==> src/rtl/lvl_state_writer.sv <==
// Write side of the level-states BRAM: records a bin at each new global level and
// clears entries above a backtrack target, one per cycle, while holding the BRAM mux.
//
// state | meaning
// IDLE  | waiting for a request; drops busy the cycle after done
// PUSH  | one write of {bin, 0} at the next level, or overflow
// CLEAR | zero-writes descending from cur_lvl_o down to target+1
// DONE  | emits done_o (and err_o) for one cycle
module lvl_state_writer #(
  parameter int WIDTH_LVL             = 16,
  parameter int WIDTH_BIN_ID          = 10,
  parameter int WIDTH_LVL_STATES      = 11,
  parameter int ADDR_WIDTH_LVL_STATES = 9,
  parameter int MAX_LVL               = 511
) (
  input  logic                             clk,
  input  logic                             rst,
  input  logic                             push_i,
  input  logic [WIDTH_BIN_ID-1:0]          push_bin_i,
  input  logic                             trunc_i,
  input  logic [WIDTH_LVL-1:0]             trunc_lvl_i,
  output logic                             busy_o,
  output logic                             apply_wr_o,
  output logic                             done_o,
  output logic                             err_o,
  output logic [WIDTH_LVL-1:0]             cur_lvl_o,
  output logic                             ram_we_ls_o,
  output logic [ADDR_WIDTH_LVL_STATES-1:0] ram_waddr_ls_o,
  output logic [WIDTH_LVL_STATES-1:0]      ram_wdata_ls_o
);

  typedef enum logic [1:0] {IDLE, PUSH, CLEAR, DONE} state_t;

  localparam logic [WIDTH_LVL-1:0] MAX_L = WIDTH_LVL'(MAX_LVL);

  state_t                  state;
  logic [WIDTH_BIN_ID-1:0] bin_q;
  logic [WIDTH_LVL-1:0]    tgt_q;
  logic [WIDTH_LVL-1:0]    cnt;
  logic [WIDTH_LVL-1:0]    cnt_dec;
  logic                    err_q;

  assign cnt_dec = cnt - WIDTH_LVL'(1);

  always_ff @(posedge clk) begin
    if (!rst) begin
      state          <= IDLE;
      bin_q          <= '0;
      tgt_q          <= '0;
      cnt            <= '0;
      err_q          <= 1'b0;
      busy_o         <= 1'b0;
      apply_wr_o     <= 1'b0;
      done_o         <= 1'b0;
      err_o          <= 1'b0;
      cur_lvl_o      <= '0;
      ram_we_ls_o    <= 1'b0;
      ram_waddr_ls_o <= '0;
      ram_wdata_ls_o <= '0;
    end else begin
      ram_we_ls_o    <= 1'b0;
      ram_waddr_ls_o <= '0;
      ram_wdata_ls_o <= '0;
      done_o         <= 1'b0;
      err_o          <= 1'b0;
      case (state)
        IDLE: begin
          busy_o     <= 1'b0;
          apply_wr_o <= 1'b0;
          err_q      <= 1'b0;
          // busy_o is still high during the done cycle, so requests there are dropped
          if (!busy_o && trunc_i) begin
            tgt_q      <= trunc_lvl_i;
            cnt        <= cur_lvl_o;
            busy_o     <= 1'b1;
            apply_wr_o <= 1'b1;
            state      <= CLEAR;
          end else if (!busy_o && push_i) begin
            bin_q      <= push_bin_i;
            busy_o     <= 1'b1;
            apply_wr_o <= 1'b1;
            state      <= PUSH;
          end
        end
        PUSH: begin
          if (cur_lvl_o < MAX_L) begin
            ram_we_ls_o    <= 1'b1;
            ram_waddr_ls_o <= cur_lvl_o[ADDR_WIDTH_LVL_STATES-1:0];
            ram_wdata_ls_o <= {bin_q, 1'b0};
            cur_lvl_o      <= cur_lvl_o + WIDTH_LVL'(1);
          end else begin
            err_q <= 1'b1;
          end
          state <= DONE;
        end
        CLEAR: begin
          if (cnt > tgt_q) begin
            ram_we_ls_o    <= 1'b1;
            ram_waddr_ls_o <= cnt_dec[ADDR_WIDTH_LVL_STATES-1:0];
            cnt            <= cnt_dec;
            if (cnt_dec == tgt_q) begin
              cur_lvl_o <= tgt_q;
              state     <= DONE;
            end
          end else begin
            err_q <= (tgt_q > cnt);
            state <= DONE;
          end
        end
        DONE: begin
          done_o <= 1'b1;
          err_o  <= err_q;
          state  <= IDLE;
        end
        default: state <= IDLE;
      endcase
    end
  end

endmodule

==> config.mk <==
export PLATFORM = sky130hd
export DESIGN_NAME = lvl_state_writer
export DESIGN_NICKNAME = d
export VERILOG_FILES = /design/src/rtl/lvl_state_writer.sv
export SDC_FILE = /design/constraint.sdc
export NUM_CORES = 1
export LEC_CHECK = 0
export CAP_MARGIN = 20
export CORE_MARGIN = 3
export CORE_UTILIZATION = 33
export CTS_CLUSTER_DIAMETER = 120
export DETAILED_ROUTE_END_ITERATION = 7
export GPL_TIMING_DRIVEN = 0
export MAX_ROUTING_LAYER = met4
export PLACE_DENSITY = 0.53
export SETUP_SLACK_MARGIN = 0.1
export SYNTH_ARGS = -nofsm -noshare
export SYNTH_HDL_FRONTEND = slang
export SYNTH_SLANG_ARGS = --single-unit
export TNS_END_PERCENT = 10
==> constraint.sdc <==
create_clock -name clk -period 2.7 [get_ports clk]
set_clock_uncertainty 0.15 [all_clocks]
set_input_delay 0.54 -clock clk [delete_from_list [all_inputs] [get_ports clk]]
set_output_delay 0.54 -clock clk [all_outputs]
set_load 0.01 [all_outputs]
* Word level (Yosys, flattened, before mapping)
Index checks and enable logic that the tools add are counted.
W data, S select, Z words.
** Word-level totals
- Input bits :: 30
- Flip-flop bits (word level) :: 85
- Memories kept :: 0
- Bits in latches :: 0
- Word-level logic and storage cells :: 71
- Memory bits (read-only) :: 0
- Output and inout port bits :: 41
- Bits in writable memories :: 0
** Cells by class
- Bitwise operators :: 1
- $lt $le $gt $ge :: 3
- Equality and inequality tests :: 12
- Shifts and indexed selects :: 0
- Reductions and logical operators :: 16
- Multiply operators :: 0
- Add/subtract/negate cells :: 2
- Div/mod/pow operators :: 0
- Mux-type cells :: 24
** Operators with widths (count)
- $mux W16 :: 5
- $pmux W16 S2 :: 2
- $gt A16 B16 Y1 :: 2
- $mux W9 :: 2
- $pmux W9 S2 :: 1
- $add A16 B1 Y16 const B :: 1
- $eq A16 B16 Y1 :: 1
- $lt A16 B9 Y1 const B :: 1
- $sub A16 B1 Y16 const B :: 1
- $ne A2 B2 Y1 const B :: 6
- $reduce_and A3 Y1 :: 4
- $mux W2 :: 4
- $pmux W2 S4 :: 1
- $reduce_and A2 Y1 :: 4
- $mux W1 :: 7
- $ne A3 B3 Y1 const B :: 2
- $eq A2 B2 Y1 const B :: 2
- $reduce_and A4 Y1 :: 1
- $reduce_bool A2 Y1 :: 2
- $pmux W1 S3 :: 1
- $reduce_bool A3 Y1 :: 1
- $eq A2 B1 Y1 const B :: 1
- $logic_and A1 B1 Y1 :: 2
- $logic_not A2 Y1 :: 1
- other kinds (3) :: 3

* Depth between registers and ports, before layout
- Depth in word-level cells :: 5
- Depth in mapped cells :: 12
- Gate-level depth less buffers :: 9

* Least setup slack after synthesis
No wires, ideal clock.
- Kind :: register to register
- Start :: register cnt[12]
- End :: register cnt[15]
- Slack :: -0.281 ns
- Stages on the path, launching flop included :: 12
- Clock period less this slack :: 2.981 ns
- Buffers on the path :: 3
- Library setup time :: 0.135 ns
- Required time :: 2.415 ns
- Data arrival time :: 2.697 ns
- Path through :: dfxtp_1 clkbuf_1 inv_1 ha_1 nand4_1 or2_2 o22a_1 a31oi_1 or2_2 clkbuf_1 clkbuf_1 o21ai_0
** Between the ends
- Cells in the longest elaborated chain, start to end :: 3
- Elaborated cells on any way between the ends :: 6
- Those cells by class :: add/sub (1); order compare (1); eq/ne (1); mux (2); reduce/logical (1)
** RTL lines
- from (decl) :: line 39 : logic [WIDTH_LVL-1:0] cnt;
- from (signal assigned) :: line 74 : cnt <= cur_lvl_o;
- from (signal assigned) :: line 100 : cnt <= cnt_dec;
- $sub A16 B1 Y16 / $gt A16 B16 Y1 (equally long branches) :: line 43, 97
- $mux W16 / $ne A2 B2 Y1 (equally long branches)
- $pmux W16 S2 / $reduce_and A3 Y1 (equally long branches)
Parallel ways exist; a longest one is shown, timed or not. The select of a mux whose other input is x is not followed.
A chain may end at the register's enable or synchronous reset.

* Final worst setup path
- Start :: register cnt[2]
- End :: register cur_lvl_o[2]
** Between the ends
- Cells in the longest elaborated chain, start to end :: 4
- Elaborated cells on any way between the ends :: 6
- Those cells by class :: add/sub (1); order compare (1); eq/ne (3); reduce/logical (1)
** RTL lines
- $sub A16 B1 Y16 :: line 43 : assign cnt_dec = cnt - WIDTH_LVL'(1);
- $eq A16 B16 Y1 :: line 101 : if (cnt_dec == tgt_q) begin
- $ne A2 B2 Y1 (no line)
- $reduce_and A4 Y1 (no line) (*)
- to (signal assigned) :: line 90 : cur_lvl_o <= cur_lvl_o + WIDTH_LVL'(1);
- to (signal assigned) :: line 102 : cur_lvl_o <= tgt_q;
- to (decl) :: line 26 : output logic [WIDTH_LVL-1:0] cur_lvl_o,
Every way passes the cells marked *; elsewhere a longest branch is shown, timed or not.

==> impl_metrics.json <==
{
  "yosys_register_bits": 84,
  "cts.htree.levels": 3,
  "failed_checks": "setup timing",
  "synth-simple-area-share_pct": 25.5,
  "drt_pass1_iterations": 5,
  "synth.area.top_cells": "sky130_fd_sc_hd__dfxtp_1 (32%), sky130_fd_sc_hd__nand2_1 (8.4%), sky130_fd_sc_hd__ha_1 (5.4%)",
  "status": "finished, violations left",
  "drt_wl_total_mm": 20.2,
  "clkPwrFrac_pct": 13.8,
  "clock_path_buffers": 2,
  "power_per_cell_area_nw_per_um2": 1150,
  "via_count": 5649,
  "place.gp.congestion": 0.927,
  "combinational_family_with_the_most_area_after_synthesis": "simple AND/OR/NAND/NOR gates",
  "timing.final.ws_setup_ps": -288,
  "synth_sequential_area_ratio_pct": 31.8,
  "top_cell_type_s_share_of_synthesized_area_pct": 31.8,
  "synth.mux.area_fraction_pct": 1.92,
  "ys_async_sr_fraction_pct": 0,
  "final-setup-viol-count": 18,
  "globalRoute.totalOverflow": 0,
  "diodes": 0,
  "post-synth-top-count-cell": "sky130_fd_sc_hd__nand2_1",
  "max_slew.worst_pin.slew_ps": 636,
  "initial_core_utilization_pct": 34.3,
  "initial_antenna_violation_count": 0,
  "synth_cells": 668,
  "drv.max_cap_violation_count": 0,
  "grt_setup_unrepaired": "yes",
  "synth_cell_types": 71,
  "post_layout_nonfiller_instances": 1001,
  "area_overhead_of_the_layout_relative_to_synthesis_pct": 38.5,
  "die-width_um": 133,
  "number_of_global_route_vias_before_repair": 5668,
  "synth_fa_ha_area_share_pct": 5.44,
  "largest_net_degree_at_the_start_of_global_routing": 15,
  "proportion_of_power_drawn_by_flip_flops_and_latches_pct": 19.8,
  "ioPinCount": 71,
  "post-synth-top-area-cell": "sky130_fd_sc_hd__dfxtp_1",
  "worstPathArrival_ps": 3060,
  "synth_xor_area_share_pct": 3.81,
  "number_of_placement_rows": 45,
  "critical_path.reg2reg.startpoint": "cnt[2]",
  "fillCellCount": 1527,
  "layout-drive-gt1-share_pct": 20.9,
  "floorplan.die_area_sq_um": 17600,
  "finalNetCount": 839,
  "synth-compound-area-share_pct": 24.9,
  "p_int_mw": 4.49,
  "post_drt_wl_per_cell_um": 20.1,
  "cts-root-buf": "sky130_fd_sc_hd__clkbuf_16",
  "dp_cells": 947,
  "tritoncts": "yes",
  "p_total_mw": 8.41,
  "post-place-ws_ps": -745,
  "hold_class": "register to register",
  "synth_commonest_cells": "sky130_fd_sc_hd__nand2_1 (118), sky130_fd_sc_hd__dfxtp_1 (84), sky130_fd_sc_hd__clkbuf_1 (36)",
  "worst_setup_path_end_kind": "register",
  "vias_per_cell": 5.64,
  "worst_ep_required_time_ps": 2780,
  "finalHoldWorstSlack_ps": 308,
  "synth_ff_type": "sky130_fd_sc_hd__dfxtp_1",
  "cts_inserted_buffers": 9,
  "drt-initial-drc-count": 569,
  "dp_hpwl_mm": 14.7,
  "die_h_um": 133,
  "synth_edf_count": 0,
  "net-switching-power_mw": 3.92,
  "first_pass_grt_wire_length_mm": 31.2,
  "p_leak_nw": 2.66,
  "worstPathMaxFanout": 7,
  "core-area_sq_um": 15400,
  "clock_tree_sinks": 84,
  "reg2reg_setup_slack_ps": -290,
  "setup_total_negative_slack_ps": -4640,
  "worstSetupPathType": "register to register",
  "clk_pin_slew_ps": 70,
  "port_buffers": 68,
  "syn-num-nets": 721,
  "fmax_ghz": 0.335,
  "yosysWarningCount": 0,
  "synthesis.area_sq_um": 5290,
  "route.antenna.remaining_nets": 0,
  "final_max_slew_viol_count": 0,
  "ir_drop_v": 0.000641,
  "power.share.combinational_pct": 66.4,
  "element_type_at_the_critical_path_start": "register",
  "clk_latency_ps": 350,
  "layout_worst_path_cycle_share_pct": 111,
  "power_switching_share_pct": 46.6,
  "final_hold_viol_count": 0,
  "whs_path_depth": 2,
  "worst_slew_margin_rel_pct": 57.6,
  "groute.usage.overall_pct": 23.1,
  "holdPathEnd": "bin_q[7]",
  "worst_r2r_endpoint": "cur_lvl_o[2]",
  "drcViolationCount": 0,
  "syn-mean-instance-area_sq_um": 7.92,
  "cts_hold_buffers": 0,
  "worstRegToRegCells": 12,
  "post-route-min-period_ps": 2990,
  "worstHoldStart": "bin_q[7]"
}
==> how the worst max path moves through the flow <==
stage	from	endpoint
after floorplan	cnt[1]	cur_lvl_o[4]
after global placement	cnt[2]	cur_lvl_o[10]
after detailed placement	cnt[0]	cur_lvl_o[14]
after CTS	cnt[2]	cur_lvl_o[2]
after global routing	cnt[2]	cur_lvl_o[2]
final	cnt[2]	cur_lvl_o[2]
==> flip-flops by register name, summed over array words and instances (netlist names) <==
signal	cells
bin_q	10
ram_waddr_ls_o	9
tgt_q	16
ram_we_ls_o	1
apply_wr_o	1
cur_lvl_o	16
state	2
cnt	16
err_o	1
err_q	1
ram_wdata_ls_o	10
done_o	1
==> metal layers <==
layer	global-route usage (%)	part of all wire [%]
met5	-	0
met4	9.18	3.3
met3	3.73	7.6
met2	36.6	47
met1	29.6	43
==> what timing repair did <==
| item | in CTS | in global routing |
|---|---|---|
| setup endpoints to repair | 44 | 55 |
| pin swaps | 31 | 9 |
| resized for setup | 74 | 52 |
| buffers inserted | 39 | 1 |
| hold endpoints to repair | 0 | 0 |
| gates cloned | 2 | 0 |
==> cell families (layout without fill, tap and decap cells) <==
| family | after synthesis | in the layout |
|---|---|---|
| buffers and inverters | 83 | 205 |
| AOI/OAI and AO/OA | 176 | 176 |
| adders and majority gates | 23 | 23 |
| DFF | 84 | 84 |
| other | 1 | 1 |
| muxes | 10 | 10 |
| and+or+nand+nor | 268 | 268 |
| xor gates and xnor gates | 23 | 23 |
==> layout by cell type, fill, tap and decap left out, types with 17 or more instances in the layout <==
cell	instances
sky130_fd_sc_hd__nand2_1	116
sky130_fd_sc_hd__dfxtp_1	70
sky130_fd_sc_hd__clkdlybuf4s50_1	68
sky130_fd_sc_hd__buf_4	38
sky130_fd_sc_hd__nor2_1	30
sky130_fd_sc_hd__inv_1	28
sky130_fd_sc_hd__a21boi_0	27
sky130_fd_sc_hd__nand3_1	25
sky130_fd_sc_hd__clkbuf_1	23
sky130_fd_sc_hd__ha_1	21
sky130_fd_sc_hd__o21ai_0	18
sky130_fd_sc_hd__o22ai_1	17
==> stage by stage <==
step	util, %	instance area (sq um)
5_1_grt	47.5	7320
6_report	47.5	7320
3_5_place_dp	40.9	6310
3_3_place_gp	40.9	6310
2_1_floorplan	-	5370
4_1_cts	46.7	7200
==> power groups by stage <==
stage	sequential (mW)	clock, mW	combinational (mW)
final	1.66	1.16	5.59
after detailed placement	1.67	0	4.24
after CTS	1.64	1.19	5.31
after floorplan	1.60	0	3.01
after global placement	1.66	0	4.26
after global routing	1.69	1.22	5.97
==> worst max-delay path, stage by stage (launching register included) <==
cell                       delay, ps
sky130_fd_sc_hd__dfxtp_2         320
sky130_fd_sc_hd__buf_6           130
sky130_fd_sc_hd__or4_4           560
sky130_fd_sc_hd__buf_8           170
sky130_fd_sc_hd__buf_4           140
sky130_fd_sc_hd__nor2_1          150
sky130_fd_sc_hd__nand3_1         160
sky130_fd_sc_hd__a21oi_4         220
sky130_fd_sc_hd__o211ai_1        110
sky130_fd_sc_hd__buf_4           180
sky130_fd_sc_hd__o31ai_4         320
sky130_fd_sc_hd__buf_6           190
sky130_fd_sc_hd__o22ai_1          70
==> cell type report <==
class / count / area (sq um) / share of cell area, %
Buffer: 47 / 320 / 4.37
Clock buffer: 10 / 229 / 3.13
Multi-Input combinational cell: 501 / 3580 / 48.8
Inverter: 33 / 129 / 1.76
Clock inverter: 5 / 37.5 / 0.513
Timing Repair Buffer: 110 / 1060 / 14.4
Sequential cell: 84 / 1710 / 23.4
Tap cell: 211 / 264 / 3.60
No activity file was read; power rests on OpenSTA's default activity.
